`config.mk`:
```
export PLATFORM = sky130hd
export DESIGN_NAME = commutation_monitor
export DESIGN_NICKNAME = d
export VERILOG_FILES = /design/src/rtl/comm_pkg.sv /design/src/rtl/commutation_monitor_gate_pattern_check.sv /design/src/rtl/commutation_monitor.sv
export SDC_FILE = /design/constraint.sdc
export NUM_CORES = 1
export LEC_CHECK = 0
export BUFFER_PORTS_ARGS = -buffer_cell sky130_fd_sc_hd__clkbuf_2
export CAP_MARGIN = 10
export CORE_AREA = 2 2 62 64
export CTS_CLUSTER_DIAMETER = 80
export DETAILED_ROUTE_END_ITERATION = 6
export DIE_AREA = 0 0 64 66
export SYNTH_ARGS = -nofsm -noshare
export SYNTH_HDL_FRONTEND = slang
export SYNTH_SLANG_ARGS = --single-unit
```
`constraint.sdc`:
```
create_clock -name clk -period 6.8 [get_ports clk]
set_input_delay 0.34 -clock clk [delete_from_list [all_inputs] [get_ports clk]]
set_output_delay 0.34 -clock clk [all_outputs]
set_load 0.01 [all_outputs]
```
`src/rtl/comm_pkg.sv`:
```
// Shared constants and types for the commutation monitor: gate bit indices,
// full-on patterns, phase encoding, fault codes and monitor states.
package comm_pkg;

  localparam int A_P = 5;
  localparam int A_N = 4;
  localparam int B_P = 3;
  localparam int B_N = 2;
  localparam int C_P = 1;
  localparam int C_N = 0;

  localparam logic [5:0] PH_A   = 6'b110000;
  localparam logic [5:0] PH_B   = 6'b001100;
  localparam logic [5:0] PH_C   = 6'b000011;
  localparam logic [5:0] N_MASK = 6'b010101;
  localparam logic [5:0] P_MASK = 6'b101010;

  typedef enum logic [1:0] {
    PHASE_NONE = 2'b00,
    PHASE_A    = 2'b01,
    PHASE_B    = 2'b10,
    PHASE_C    = 2'b11
  } phase_e;

  typedef enum logic [2:0] {
    NONE    = 3'd0,
    ILLEGAL = 3'd1,
    MULTI   = 3'd2,
    DWELL   = 3'd3,
    OPEN    = 3'd4
  } fault_e;

  typedef enum logic {
    RUN   = 1'b0,
    FAULT = 1'b1
  } state_e;

  function automatic logic [2:0] popcount6(input logic [5:0] v);
    logic [2:0] n;
    n = 3'd0;
    for (int i = 0; i < 6; i++) begin
      n = n + {2'b00, v[i]};
    end
    return n;
  endfunction

  function automatic logic is_full_on(input logic [5:0] v);
    return (v == PH_A) || (v == PH_B) || (v == PH_C);
  endfunction

endpackage

```
`src/rtl/commutation_monitor_gate_pattern_check.sv`:
```
// Combinational classifier for one gate sample and the step from the previous
// sample: pattern legality, full-on phase decode and step exception flags.
module gate_pattern_check
  import comm_pkg::*;
(
  input  logic [5:0] prev,
  input  logic [5:0] gate,
  output logic       legal,
  output logic [1:0] phase,
  output logic       prev_inter,
  output logic       changed,
  output logic       hamming_gt1,
  output logic       startup_ok,
  output logic       open_step
);

  logic [2:0] gate_cnt;
  logic [2:0] prev_cnt;
  logic       gate_full;

  always_comb begin
    gate_cnt    = popcount6(gate);
    prev_cnt    = popcount6(prev);
    gate_full   = is_full_on(gate);
    // Two gates are only safe as one full phase or two same-rail gates.
    legal       = (gate_cnt == 3'd0) || (gate_cnt == 3'd1) ||
                  ((gate_cnt == 3'd2) && (gate_full ||
                                          ((gate & N_MASK) == 6'b000000) ||
                                          ((gate & P_MASK) == 6'b000000)));
    prev_inter  = (prev != 6'b000000) && !is_full_on(prev);
    changed     = (prev != gate);
    hamming_gt1 = (popcount6(prev ^ gate) > 3'd1);
    startup_ok  = (prev == 6'b000000) && gate_full;
    open_step   = (gate == 6'b000000) && (prev_cnt == 3'd2);
    case (gate)
      PH_A:    phase = PHASE_A;
      PH_B:    phase = PHASE_B;
      PH_C:    phase = PHASE_C;
      default: phase = PHASE_NONE;
    endcase
  end

endmodule

```
`src/rtl/commutation_monitor.sv`:
```
// Safety monitor on the 6-bit commutation gate bus: latches a sticky short
// fault with cause code. `define COMM_MON_STATS_EN adds the comm_count output.
module commutation_monitor
  import comm_pkg::*;
#(
  parameter int DWELL_CYC = 1,
  parameter int CNT_W     = 16
) (
  input  logic             clk,
  input  logic             rst,
  input  logic             enable,
  input  logic [5:0]       gate,
  input  logic             fault_clr,
  output logic             short,
  output logic [2:0]       fault_code,
  output logic [1:0]       cur_phase
`ifdef COMM_MON_STATS_EN
  ,
  output logic [CNT_W-1:0] comm_count
`endif
);

  localparam logic [CNT_W-1:0] DWELL_LIM = CNT_W'(DWELL_CYC - 1);
  localparam logic [CNT_W-1:0] CNT_ONE   = {{(CNT_W-1){1'b0}}, 1'b1};
  localparam logic [CNT_W-1:0] CNT_MAX   = {CNT_W{1'b1}};

  state_e           state;
  state_e           state_next;
  logic             short_next;
  logic [2:0]       code_next;
  fault_e           code;
  logic [5:0]       prev;
  logic [CNT_W-1:0] dwell_cnt;
  logic             prev_en;

  logic       legal;
  logic [1:0] phase;
  logic       prev_inter;
  logic       changed;
  logic       hamming_gt1;
  logic       startup_ok;
  logic       open_step;

  gate_pattern_check u_check (
    .prev        (prev),
    .gate        (gate),
    .legal       (legal),
    .phase       (phase),
    .prev_inter  (prev_inter),
    .changed     (changed),
    .hamming_gt1 (hamming_gt1),
    .startup_ok  (startup_ok),
    .open_step   (open_step)
  );

  // Step checks only trust history recorded while monitoring was enabled.
  always_comb begin
    code = NONE;
    if (!legal) begin
      code = ILLEGAL;
    end else if (prev_en && changed) begin
      if (open_step) begin
        code = OPEN;
      end else if (hamming_gt1 && !startup_ok) begin
        code = MULTI;
      end else if (prev_inter && (dwell_cnt < DWELL_LIM)) begin
        code = DWELL;
      end else begin
        code = NONE;
      end
    end else begin
      code = NONE;
    end
  end

  always_comb begin
    state_next = state;
    short_next = short;
    code_next  = fault_code;
    case (state)
      RUN: begin
        if (enable && (code != NONE)) begin
          state_next = FAULT;
          short_next = 1'b1;
          code_next  = code;
        end else begin
          state_next = RUN;
        end
      end
      FAULT: begin
        if (fault_clr && (gate == 6'b000000)) begin
          state_next = RUN;
          short_next = 1'b0;
          code_next  = NONE;
        end else begin
          state_next = FAULT;
        end
      end
      default: begin
        state_next = RUN;
        short_next = 1'b0;
        code_next  = NONE;
      end
    endcase
  end

  always_ff @(posedge clk) begin
    if (rst) begin
      state      <= RUN;
      short      <= 1'b0;
      fault_code <= 3'd0;
      cur_phase  <= 2'b00;
      prev       <= 6'b000000;
      dwell_cnt  <= '0;
      prev_en    <= 1'b1;
    end else begin
      state      <= state_next;
      short      <= short_next;
      fault_code <= code_next;
      cur_phase  <= phase;
      prev       <= gate;
      prev_en    <= enable;
      if (changed) begin
        dwell_cnt <= '0;
      end else if (dwell_cnt != CNT_MAX) begin
        dwell_cnt <= dwell_cnt + CNT_ONE;
      end
    end
  end

`ifdef COMM_MON_STATS_EN
  logic [1:0] last_ph;

  // Counts phase-to-phase transfers; any fault forgets the starting phase.
  always_ff @(posedge clk) begin
    if (rst) begin
      last_ph    <= 2'b00;
      comm_count <= '0;
    end else if ((state == FAULT) || (code != NONE)) begin
      last_ph <= 2'b00;
    end else if (phase != PHASE_NONE) begin
      last_ph <= phase;
      if ((last_ph != 2'b00) && (phase != last_ph) && (comm_count != CNT_MAX)) begin
        comm_count <= comm_count + CNT_ONE;
      end
    end
  end
`else
  // Statistics counter not built.
`endif

endmodule

```
* Yosys cells after proc, flatten, opt, wreduce, memory -nomap -nowiden
Cells that the tools add are included.
** Cells by class
- Div/mod/pow operators :: 0
- Reduce and logical (&&, ||, !) cells :: 28
- Magnitude comparators :: 2
- Mux-type cells :: 15
- Eq/ne operators :: 13
- Bitwise logic cells :: 2
- Add/sub/neg operators :: 16
- Multipliers :: 0
- Shift-type cells :: 0
** Operators by type and width (count)
- $add 3x1->3 :: 12
- $logic_not 6->1 :: 4
- $add 16x1->16 const B :: 1
- $lt 16x1->1 const B :: 1
- $ne 16x16->1 const B :: 1
- $mux 3 :: 5
- $eq 6x2->1 const B :: 2
- $eq 6x4->1 const B :: 2
- $eq 6x6->1 const B :: 2
- $logic_and 1x1->1 :: 9
- $logic_or 1x1->1 :: 8
- $add 1x1->2 :: 3
- $eq 3x2->1 const B :: 2
- $ne 6x6->1 :: 1
- $pmux 2 s3 :: 1
- $pmux 3 s2 :: 1
- $reduce_bool 6->1 :: 1
- $xor 6x6->6 :: 1
- $mux 1 :: 4
- $mux 2 :: 2
- $pmux 1 s2 :: 2
- $eq 3x1->1 const B :: 1
- $gt 3x1->1 const B :: 1
- $logic_not 3->1 :: 1
- 7 further kinds :: 8
** Storage, ports and cells
- Memory bits (read-only) :: 0
- Logic and storage cells :: 83
- RAM bits :: 0
- Output and inout bits :: 6
- Input port bits :: 10
- Memories kept :: 0
- Register bits :: 30
- Bits in latches :: 0

* Logic depth before layout (Yosys ltp)
- Depth after elaboration :: 16
- Gate-level depth with buffers :: 13

* Cells and area by module
Synthesis repeated with hierarchy kept, for this count alone.
** Unflattened totals
- Cell total of the unflattened synthesis :: 120
- Area total of the unflattened synthesis :: 1087.3 sq um
** Modules (own cells, without submodules)
- gate_pattern_check :: seq. area each 0.0 sq um, area each 578.1 sq um, cells each 73, instances 1
- commutation_monitor :: seq. area each 280.3 sq um, area each 509.2 sq um, cells each 47, instances 1

* Least setup slack after synthesis
Ideal clock, no wire load.
- Path type :: input to register
- From :: input port gate[0]
- To :: register fault_code[0]
- Data required time :: 6.684 ns
- Arrival :: 3.140 ns
- Setup time :: 0.116 ns
- Stages on the path :: 13
- Path buffers :: 0
- Slack :: 3.544 ns
- Cells stage by stage :: xor2_1 > ha_1 > inv_1 > fa_1 > inv_1 > ha_1 > a21o_1 > fa_1 > nor2_1 > a31o_2 > o211a_1 > o21a_1 > a31o_2
** Between the ends
- Word-level cells in the longest chain between the ends :: 16
- Elaborated cells between the ends (all ways) :: 45
- Classes of those cells :: add/sub (10); order compare (1); eq/ne (8); mux (6); bitwise (1); reduce/logical (19)
** Ends and longest elaborated chain
- start: declaration :: RTL line commutation_monitor.sv:12 : input logic [5:0] gate,
- $xor 6x6->6 :: RTL line commutation_monitor_gate_pattern_check.sv:32 : hamming_gt1 = (popcount6(prev ^ gate) > 3'd1);
- $add 1x1->2 :: RTL line comm_pkg.sv:42 : n = n + {2'b00, v[i]};
- $add 3x1->3 (4 in a row) :: RTL line comm_pkg.sv:42
- $gt 3x1->1 :: RTL line commutation_monitor_gate_pattern_check.sv:32
- $logic_and 1x1->1 :: RTL line commutation_monitor.sv:64 : end else if (hamming_gt1 && !startup_ok) begin
- $mux 2 :: RTL line commutation_monitor.sv:64
- $mux 3 :: RTL line commutation_monitor.sv:62 : if (open_step) begin
- $mux 3 :: RTL line commutation_monitor.sv:61 : end else if (prev_en && changed) begin
- $mux 3 :: RTL line commutation_monitor.sv:59 : if (!legal) begin
- $reduce_bool 3->1 :: RTL line commutation_monitor.sv:82 : if (enable && (code != NONE)) begin
- $logic_and 1x1->1 :: RTL line commutation_monitor.sv:82
- $ne 2x2->1 (no line)
- $reduce_and 2->1 (no line)
- end signal: assignment :: RTL line commutation_monitor.sv:119 : fault_code <= code_next;
- end: declaration :: RTL line commutation_monitor.sv:15 : output logic [2:0] fault_code,
Several ways; a longest one is shown, not always the timed one. The select of a mux whose other input is x is not followed.
A chain may end at the register's enable or synchronous reset.

* Final worst setup path
- From :: register prev[0]
- To :: register fault_code[0]
** Between the ends
- Word-level cells in the longest chain between the ends :: 16
- Elaborated cells between the ends (all ways) :: 40
- Classes of those cells :: add/sub (10); order compare (1); eq/ne (6); mux (7); bitwise (1); reduce/logical (15)
** Ends and longest elaborated chain
- start: declaration :: RTL line commutation_monitor.sv:32 : logic [5:0] prev;
- start signal: assignment :: RTL line commutation_monitor.sv:121 : prev <= gate;
- $xor 6x6->6 :: RTL line commutation_monitor_gate_pattern_check.sv:32
- $add 1x1->2 :: RTL line comm_pkg.sv:42
- $add 3x1->3 (4 in a row) :: RTL line comm_pkg.sv:42
- $gt 3x1->1 :: RTL line commutation_monitor_gate_pattern_check.sv:32
- $logic_and 1x1->1 :: RTL line commutation_monitor.sv:64
- $mux 2 :: RTL line commutation_monitor.sv:64
- $mux 3 :: RTL line commutation_monitor.sv:62
- $mux 3 * :: RTL line commutation_monitor.sv:61
- $mux 3 * :: RTL line commutation_monitor.sv:59
- $reduce_bool 3->1 :: RTL line commutation_monitor.sv:82
- $logic_and 1x1->1 :: RTL line commutation_monitor.sv:82
- $ne 2x2->1 (no line)
- $reduce_and 2->1 (no line)
Every way passes the cells marked *; elsewhere a longest branch is shown, timed or not. The select of a mux whose other input is x is not followed.

==> metrics list <==
- In this run, post-CTS repair resized a total of 0 instances.
- The first global-routing pass estimated 4040 µm of wire.
- Width of the die: 64 µm
* Syn Nets: 150
- Total Power Consumption: 251 µW
* Maximum number of pins on one net before global-route repair: 13
- Setup TNS Final: 0 ns
- Total Die Area: 4220 µm²
* Number of nets with antenna violations after detailed routing: 0
- Pwr dens: 200 nW/µm²
* Biggest fanout along the worst timing path: 4
- CTS Buf Count: 3
- Number of global-route vias before repair: 870
- Yosys top cell area share: 24.9%
* Part of the Yosys area used for sequential elements: 24.9%
- Setup violations remaining at the end of the flow were counted as 0.
- Share of final-layout standard cells stronger than drive strength 1: 22.3%
* Final routed DRC violation total: 0
- Peak VDD IR: 0.117 mV
- Post-Route WL: 2280 µm
- dfxtp_1 takes more of the synthesized area than any other cell.
* Clock net sink count: 14
- Worst setup timing slack at the placement stage: 3.25 ns
- Row generation in the floorplan step produced 22 rows.
- The first detailed-routing pass took 4 iterations.
* Synthesized instance count: 125
* Non-filler instance count after layout: 187
- Cell count after placement: 183
* Synthesis-stage register bit count: 14
* Avg Synthesized Cell Area: 8.99 µm²
* Final cycle utilization of the critical path: 50.5%
- For this run, the number of Yosys warnings is 0.
- In the detailed route, the total length drawn on met3 is 77 µm.
- Largest delay share family, worst path: adder cells
- Transition at the pin with the smallest max-transition slack: 0.513 ns
- Placer's final routability congestion estimate: 0.884
* Relative max-transition margin: 65.5%
- Worst hold slack after final layout: 0.303 ns
- Register-to-register path setup slack: 3.37 ns
* Category of the worst setup path launch point: flip-flop
- Leakage Power: 0.590 nW
- Number of setup buffers added after CTS: 0
* Total buffers and inverters traversed by the critical path: 2
- The tightest min-delay check is of the in -> reg type.
* Register cell area after layout: 280 µm²
* Overall via count from detail_route: 897
- By startpoint and endpoint, the worst setup path is classified as reg -> reg.
* Met1 Routed Length: 1040 µm
- Maximum clock insertion buffer count: 2
- Across the run, the number of max-cap violations was 0.
- CP Cell Sequence: xor2_1, ha_1, inv_1, fa_1, inv_1, ha_1, a21o_1, fa_1, nor2_1, a31o_2, o211a_1, o21a_1, a31o_2
* CP max stage delay: 0.53 ns
- Cells taking the most area after synthesis: dfxtp_1 (25%), fa_1 (14%), inv_1 (8.7%)
- Pin placement for this block handled 16 I/O pins.
- Worst-case setup margin in the final layout: 3.37 ns
- Fin nets: 165
* Achievable clock frequency: 0.291 GHz
* Number of enable flip-flop cells after synthesis: 0
- From synthesis to final layout, the design area changed by 11.6%.
- Max layer used: met4
- In this run, post-CTS hold repair placed 0 buffers.
- The number of endpoints with negative hold slack in the final report was 0.
- In the global route stage, overall resource usage came out at 12.3%.
- In this run, distinct cell masters in the synthesized netlist total 34.
- Initial antenna violation count: 0
- The library cell used most frequently in the layout, excluding fill and tap cells, is inv_1.
* DIE HEIGHT: 66 µm
- Setup repair after global routing left no endpoint under its margin.
- Counting flops with an async set or reset pin after synthesis yields a share of 0%.
- Insertion delay to the later sink of the worst-skew pair: 0.28 ns
* Slowest stage cell on the critical path: fa_1
- The root buffer cell chosen for the clock tree is clkbuf_4.
- The final-report max-slew violation count came to 0.
- The flow ran to the end, and the final reports show no timing, DRC or antenna violations.
- DR iter-0 viols: 41
* Most used flip-flop cell after synthesis: dfxtp_1
- Clock tree from TritonCTS: built
* Arrival time reported for the critical path endpoint: 3.62 ns
* Avg WL per Cell: 12.2 µm
* Capturing element type of the critical path: flip-flop
* # fillers: 359
- Initial Utilization: 31.6%
- Summing all multi-input logic gate instances after layout gives 704 µm².
- Clock input transition at the sequential cells of the worst setup and hold paths: 0.09 ns
* Mapped Area: 1120 µm²
* Half-perimeter wire length of the detailed placement result: 1900 µm
* Gr ovfl total: 0
* Total length of routed met2 wires: 1110 µm
- Worst Skew: 0.00590 ns
- Core area: 3550 µm²
- Dividing the detail-routed via count by the number of cells gives 4.80.
- Max H-tree Level: 1
- Diode insertion count for antenna repair: 0
- Min Clock Period, post-route: 3.43 ns
- Required time of the critical path: 6.99 ns
- Port buffering added 15 buffers.
* Most frequent cells in the layout: inv_1 (26), clkbuf_2 (15), dfxtp_1 (14)
## layout make-up
cell class / count / area share [%]
multi-input cells: 80 / 56.2
flip-flops and latches: 14 / 22.4
inverters: 26 / 7.78
repair buffers: 15 / 5.99
well taps: 48 / 4.79
clock buffers: 4 / 2.89
## stage by stage
stage,utilization (%),instance area (µm²)
6_report,35.3,1250
5_1_grt,35.3,1250
4_1_cts,35.3,1250
3_5_place_dp,34.3,1220
3_3_place_gp,34.3,1220
2_1_floorplan,-,1120
## kinds of logic after synthesis
family                     synth area share, %
DFF                                       24.9
adders and majority gates                 22.0
buffers and inverters                     12.4
AOI/OAI and AO/OA                         18.7
and+or+nand+nor                           17.3
xor gates and xnor gates                  4.68
## routing by layer
metal  global-route usage (%)  up-vias
li1                         -      449
met1                     16.4      425
met2                     19.8       19
met3                     1.53        4
met4                     5.71        0
met5                        0        -
## flip-flops by register name, indices dropped and copies added, names as in the netlist
name / flops
prev: 6
fault_code: 3
cur_phase: 2
prev_en: 1
short: 1
state: 1
## cells in the mapped netlist (all sizes together), types with 2 or more instances
cell type	instances
dfxtp	14
inv	26
nor2	10
buf	4
and4bb	2
nor4	2
nand2	6
ha	7
o21ai	6
and3	3
o21a	2
fa	8
nand3	6
a41oi	2
a2111oi	2
a31oi	2
xor2	6
nor3	2
a31o	5
## path summary, 6_finish.rpt
path,end,cells after the start,start
hold reg to reg,fault_code[1],2,fault_code[1]
hold / removal,prev_en,2,enable
setup reg to reg,fault_code[0],13,prev[0]
setup / recovery,fault_code[0],13,prev[0]
## power breakdown
part | leakage [nW] | total, mW | internal [mW] | switching (mW)
Sequential | 0.116 | 0.0949 | 0.0890 | 0.00586
Clock | 0.0210 | 0.0605 | 0.0326 | 0.0280
Combinational | 0.453 | 0.0952 | 0.0414 | 0.0538
Total | 0.590 | 0.251 | 0.163 | 0.0876
No activity file was read; power rests on OpenSTA's default activity.
